## src/rtl/if_id_hazard_ctrl.sv

```systemverilog
// Front-end pipeline sequencing controller for the 5-stage MIPS core.
//   Purpose:      drives PC enable and branch select, the IF/ID stall/flush/clear
//                 controls and the ID/EX bubble. Inputs are load-use hazards, EX
//                 branches, ID jumps and instruction-memory wait states.
//   Latency:      control outputs are combinational (Mealy) from state and inputs.
//                 State, flush counter, performance counters and watchdog update
//                 on the rising edge of clk.
//   Backpressure: imem_ready=0 freezes the PC and IF/ID (MEM_WAIT). A taken branch
//                 overrides any pending fetch wait.
// Ports:
//   clk, reset (async, active-high)
//   id_ex_mem_read, id_ex_rt, if_id_rs, if_id_rt  load-use detection
//   ex_branch_taken, id_jump, imem_ready           redirect / wait sources
//   pc_en, pc_sel_branch, if_id_stall, if_id_flush, if_id_clear, id_ex_bubble
//   ctrl_state                                     current FSM state
//   stall_cycles, flush_events                     wrapping 32-bit perf counters
//   stall_timeout                                  sticky watchdog flag
// Optional feature: define STALL_WATCHDOG_EN to build the consecutive-stall
// watchdog. Without it, stall_timeout is tied to 0.
module if_id_hazard_ctrl #(
  parameter int FLUSH_CYCLES = 1,   // 1..4
  parameter int MAX_STALL    = 16   // 2..255
) (
  input  logic        clk,
  input  logic        reset,
  input  logic        id_ex_mem_read,
  input  logic [4:0]  id_ex_rt,
  input  logic [4:0]  if_id_rs,
  input  logic [4:0]  if_id_rt,
  input  logic        ex_branch_taken,
  input  logic        id_jump,
  input  logic        imem_ready,
  output logic        pc_en,
  output logic        pc_sel_branch,
  output logic        if_id_stall,
  output logic        if_id_flush,
  output logic        if_id_clear,
  output logic        id_ex_bubble,
  output logic [1:0]  ctrl_state,
  output logic [31:0] stall_cycles,
  output logic [31:0] flush_events,
  output logic        stall_timeout
);

  typedef enum logic [1:0] {
    RUN        = 2'b00,
    LOAD_STALL = 2'b01,
    MEM_WAIT   = 2'b10,
    REDIRECT   = 2'b11
  } state_t;

  // Flush cycles remaining after the branch cycle itself.
  localparam logic [2:0] FLUSH_RELOAD = 3'(FLUSH_CYCLES - 1);
  localparam state_t     BRANCH_NEXT  = (FLUSH_CYCLES > 1) ? REDIRECT : RUN;

  state_t     state, state_nxt;
  logic [2:0] flush_cnt, flush_cnt_nxt;
  logic       load_use;

  assign load_use = id_ex_mem_read && (id_ex_rt != 5'd0) &&
                    ((id_ex_rt == if_id_rs) || (id_ex_rt == if_id_rt));

  assign ctrl_state = state;

  always_comb begin
    pc_en         = 1'b1;
    pc_sel_branch = 1'b0;
    if_id_stall   = 1'b0;
    if_id_flush   = 1'b0;
    if_id_clear   = 1'b0;
    id_ex_bubble  = 1'b0;
    state_nxt     = state;
    flush_cnt_nxt = flush_cnt;

    case (state)
      RUN, LOAD_STALL, MEM_WAIT: begin
        if (ex_branch_taken) begin
          // Redirect wins over everything, including an outstanding fetch.
          pc_sel_branch = 1'b1;
          if_id_flush   = 1'b1;
          id_ex_bubble  = 1'b1;
          flush_cnt_nxt = FLUSH_RELOAD;
          state_nxt     = BRANCH_NEXT;
        end else if (!imem_ready) begin
          pc_en       = 1'b0;
          if_id_stall = 1'b1;
          state_nxt   = MEM_WAIT;
        end else if (state == MEM_WAIT) begin
          // Release cycle: defaults only, hazards are seen next cycle.
          state_nxt = RUN;
        end else if (load_use && (state == RUN)) begin
          // Masked in LOAD_STALL so a load-use costs exactly one cycle.
          pc_en        = 1'b0;
          if_id_stall  = 1'b1;
          id_ex_bubble = 1'b1;
          state_nxt    = LOAD_STALL;
        end else begin
          if_id_clear = id_jump;
          state_nxt   = RUN;
        end
      end
      REDIRECT: begin
        if_id_flush = 1'b1;
        if (ex_branch_taken) begin
          pc_sel_branch = 1'b1;
          flush_cnt_nxt = FLUSH_RELOAD;
          state_nxt     = BRANCH_NEXT;
        end else begin
          flush_cnt_nxt = flush_cnt - 3'd1;
          if (flush_cnt <= 3'd1) begin
            state_nxt = RUN;
          end
        end
      end
      default: state_nxt = RUN;
    endcase

    // Hold the pipeline completely quiet while in reset.
    if (reset) begin
      pc_en         = 1'b0;
      pc_sel_branch = 1'b0;
      if_id_stall   = 1'b0;
      if_id_flush   = 1'b0;
      if_id_clear   = 1'b0;
      id_ex_bubble  = 1'b0;
    end
  end

  always_ff @(posedge clk or posedge reset) begin
    if (reset) begin
      state        <= RUN;
      flush_cnt    <= 3'd0;
      stall_cycles <= 32'd0;
      flush_events <= 32'd0;
    end else begin
      state        <= state_nxt;
      flush_cnt    <= flush_cnt_nxt;
      stall_cycles <= stall_cycles + {31'd0, if_id_stall};
      flush_events <= flush_events + {31'd0, pc_sel_branch};
    end
  end

`ifdef STALL_WATCHDOG_EN
  localparam logic [7:0] STALL_LIMIT = 8'(MAX_STALL);

  logic [7:0] stall_run;
  logic       timeout_q;

  always_ff @(posedge clk or posedge reset) begin
    if (reset) begin
      stall_run <= 8'd0;
      timeout_q <= 1'b0;
    end else if (if_id_stall) begin
      if (stall_run != STALL_LIMIT) begin
        stall_run <= stall_run + 8'd1;
      end
      if (stall_run == STALL_LIMIT - 8'd1) begin
        timeout_q <= 1'b1;
      end
    end else begin
      stall_run <= 8'd0;
    end
  end

  assign stall_timeout = timeout_q;
`else
  assign stall_timeout = 1'b0;
`endif

endmodule

```

## config.mk

```make
export PLATFORM = sky130hd
export DESIGN_NAME = if_id_hazard_ctrl
export DESIGN_NICKNAME = d
export VERILOG_FILES = /design/src/rtl/if_id_hazard_ctrl.sv
export SDC_FILE = /design/constraint.sdc
export NUM_CORES = 1
export LEC_CHECK = 0
export BUFFER_PORTS_ARGS = -buffer_cell sky130_fd_sc_hd__buf_2
export CAP_MARGIN = 20
export CORE_ASPECT_RATIO = 0.8
export CORE_MARGIN = 10
export CORE_UTILIZATION = 45
export CTS_CLUSTER_SIZE = 8
export DETAILED_ROUTE_END_ITERATION = 10
export HOLD_SLACK_MARGIN = 0.06
export PLACE_DENSITY_LB_ADDON = 0.05
export SLEW_MARGIN = 20
export SYNTH_ARGS = -nofsm -noshare
export SYNTH_HDL_FRONTEND = slang
export SYNTH_SLANG_ARGS = --single-unit
```

## constraint.sdc

```tcl
create_clock -name clk -period 3.3 [get_ports clk]
set_clock_uncertainty 0.1 [all_clocks]
set_input_delay 0.495 -clock clk [delete_from_list [all_inputs] [get_ports clk]]
set_output_delay 0.495 -clock clk [all_outputs]
set_load 0.1 [all_outputs]
```

==> results.ini <==
[detailed_routing]
drc_errors = 0
wl_per_cell_microns = 15.1
ant_nets = 0
drt-total-wl_mm = 7.83
drt-vias-per-instance = 5.05
drtIter0Drc = 143
dr.pass1.iters = 4
vias = 2626

[worst_hold_path]
min_path_cells = 2
holdCritStartpoint = ex_branch_taken
hp-class = in -> reg
worstHoldEndpoint = ctrl_state[1]

[place]
port_buffers = 92
gp_congestion = 0.808
place_inst = 504
dp_hpwl_mm = 5.88

[setup_path]
crit_required_ns = 2.70
cp.arrival_ns = 2.03
crit_fanout = 5
slowest_delay_ns = 0.43
cp-end-kind = primary output
worstRegToRegCells = 10
ff2ff_setup_slack_ns = 0.72
startpoint_type = register
slowest_stage = dfrtp_2
crit_type = reg -> out
reg2reg_from = ctrl_state[0]
critical_path_buf_inv_count = 2
cp_top_family = buffers and inverters
reg2reg_to = stall_cycles[30]
cp_cell_sequence = a2111oi_2, buf_4, nand3_1, o21ai_2, buf_2

[global_route]
antenna_found_initial = 0
grt_pass1_wl_mm = 13.3
gr-total-overflow = 0
grt_max_degree = 70
first_global_vias = 2672
grt_usage_pct = 13.9

[synth]
synth_most_common_cell = dfrtp_1
yosys-top-cells-count = dfrtp_1, xnor2_1, nand2_1
synth_edf_count = 0
synth_fp_nets = 338
async_flop_share_pct = 100
avgSynthCellArea_sq_um = 10.9
yosysUniqueCellTypes = 36
seq_area_frac_synth_pct = 50.6
syn_area_sq_um = 3410
synth_top_area_share_pct = 50.6
synthCells = 312
yosys.area.top_type = dfrtp_1
synthFlopType = dfrtp_1
ys_top_cells_by_area = dfrtp_1, xnor2_1, xor2_1, nand4_1, nand2_1
yosys_register_bits = 69
yosys_warnings = 0

[power]
vdd_drop_max_mv = 0.725
power.leakage_nw = 2.12
p_per_area_nw_per_um2 = 539

[cts]
cts.sinks = 69
cts_buffer_depth = 2
cts_buffers = 9
cts-root-buf = clkbuf_8
clkTransAtPathRegs_ns = 0.07
postCtsHoldBufs = 0
cts_resized = 0
cts_max_level = 3
cts_tree = yes
clk_latency_ns = 0.33
postCtsSetupBuffers = 0

[final_layout]
synthToLayoutAreaGrowth_pct = 24.0
drive_gt1_share_pct = 32.8
final_util_pct = 57.3
fillCellCount = 655
ff_latch_area_sq_um = 1730
nNetsFinal = 436
diodes = 0
multi_input_area_sq_um = 1700
fin_cells = 520

[timing]
tightest_slew_ns = 0.879
setup_viol = 0
rsz0062_at_grt = no
period_minus_slack_ns = 2.62
period_share_pct = 79.4
slew_headroom_pct = 41.4
slew_violations = 0
hold_viol = 0
max_freq_mhz = 381

[floorplan]
die_x_microns = 117
fp.dieH_microns = 97.9
dieArea_sq_um = 11500
io_pins = 94
row_count = 28
core_sq_um = 7390
initial_core_util_pct = 46.2

[job]
maxCapViolCount = 0

[status]
status = finished, final reports clean

[layout by cell type, fill, tap and decap left out, types with 5 or more instances in the layout]
master and instances:
nand3_1 17, nand2_1 25, nor3_1 5, xnor2_1 49, dfrtp_1 67, nand4_1 22
xor2_1 23, and4_1 9, and2_1 9, inv_1 7, clkbuf_8 9, buf_2 92
and3_1 11, nor2_1 13
[flip-flops by register name (all words and copies together) (netlist names)]
name,count
ctrl_state,2
flush_cnt,3
flush_events,32
stall_cycles,32
[worst max-delay path by stage]
stage                       start                to  slack [ns]  cells past startpoint
floorplan                   reset  stall_cycles[24]       -0.27                      9
global placement      id_ex_rt[0]  stall_cycles[12]        0.51                     11
detailed placement    id_ex_rt[0]  stall_cycles[30]        0.44                     11
CTS                 ctrl_state[1]      id_ex_bubble        0.63                      5
global route        ctrl_state[0]  stall_cycles[30]        0.50                     10
finish              ctrl_state[1]      id_ex_bubble        0.68                      5
[final cells by class]
cell class / instances / share of cell area [%]
clock buffers: 11 / 3.10
clock inverters: 5 / 0.650
well taps: 105 / 3.10
repair buffers: 94 / 11.2
multi-input cells: 228 / 40.3
flip-flops and latches: 69 / 40.9
inverters: 8 / 0.798
[worst register-to-register path, stage by stage (launching register included)]
cell and delay (ns):
dfrtp_2 0.42, and2_1 0.23, nor2_1 0.24, nand3_2 0.14, o32ai_4 0.16, ha_2 0.26, ha_4 0.15, nand4_1 0.17
nor3_4 0.30, nand4_1 0.16, xnor2_1 0.15
[cells by family after synthesis]
group	Yosys count	synth area share [%]
simple gates	138	24.2
xor+xnor	72	18.5
flops	69	50.6
buf+inv	15	2.31
compound gates	12	2.46
fa+ha+maj	5	1.83
other cells	1	0.110
[power by group]
| group | switching, mW | internal [mW] |
|---|---|---|
| registers | 0.0754 | 0.909 |
| clock network | 0.308 | 0.268 |
| logic | 0.609 | 0.112 |
[metal layers]
layer / GRT usage (%) / share of wire [%] / vias up
li1: - / - / 1286
met1: 17.8 / 47 / 1272
met2: 21.2 / 46 / 59
met3: 5.01 / 5.7 / 9
met4: 4.71 / 1.2 / 0
met5: 0 / 0 / -
[metrics by stage]
| stage | hold slack [ns] | worst slack (ns) | instance area (sq um) | total power [mW] | TNS (ns) |
|---|---|---|---|---|---|
| 2_1_floorplan | 0.399 | -0.274 | 3520 | 1.59 | -2.82 |
| 3_3_place_gp | 0.355 | 0.506 | 4070 | 1.73 | 0 |
| 3_5_place_dp | 0.353 | 0.437 | 4070 | 1.73 | 0 |
| 4_1_cts | 0.308 | 0.633 | 4230 | 2.32 | 0 |
| 5_1_grt | 0.347 | 0.498 | 4230 | 2.39 | 0 |
| 6_report | 0.330 | 0.678 | 4230 | 2.28 | 0 |
No activity file was read; power rests on OpenSTA's default activity.
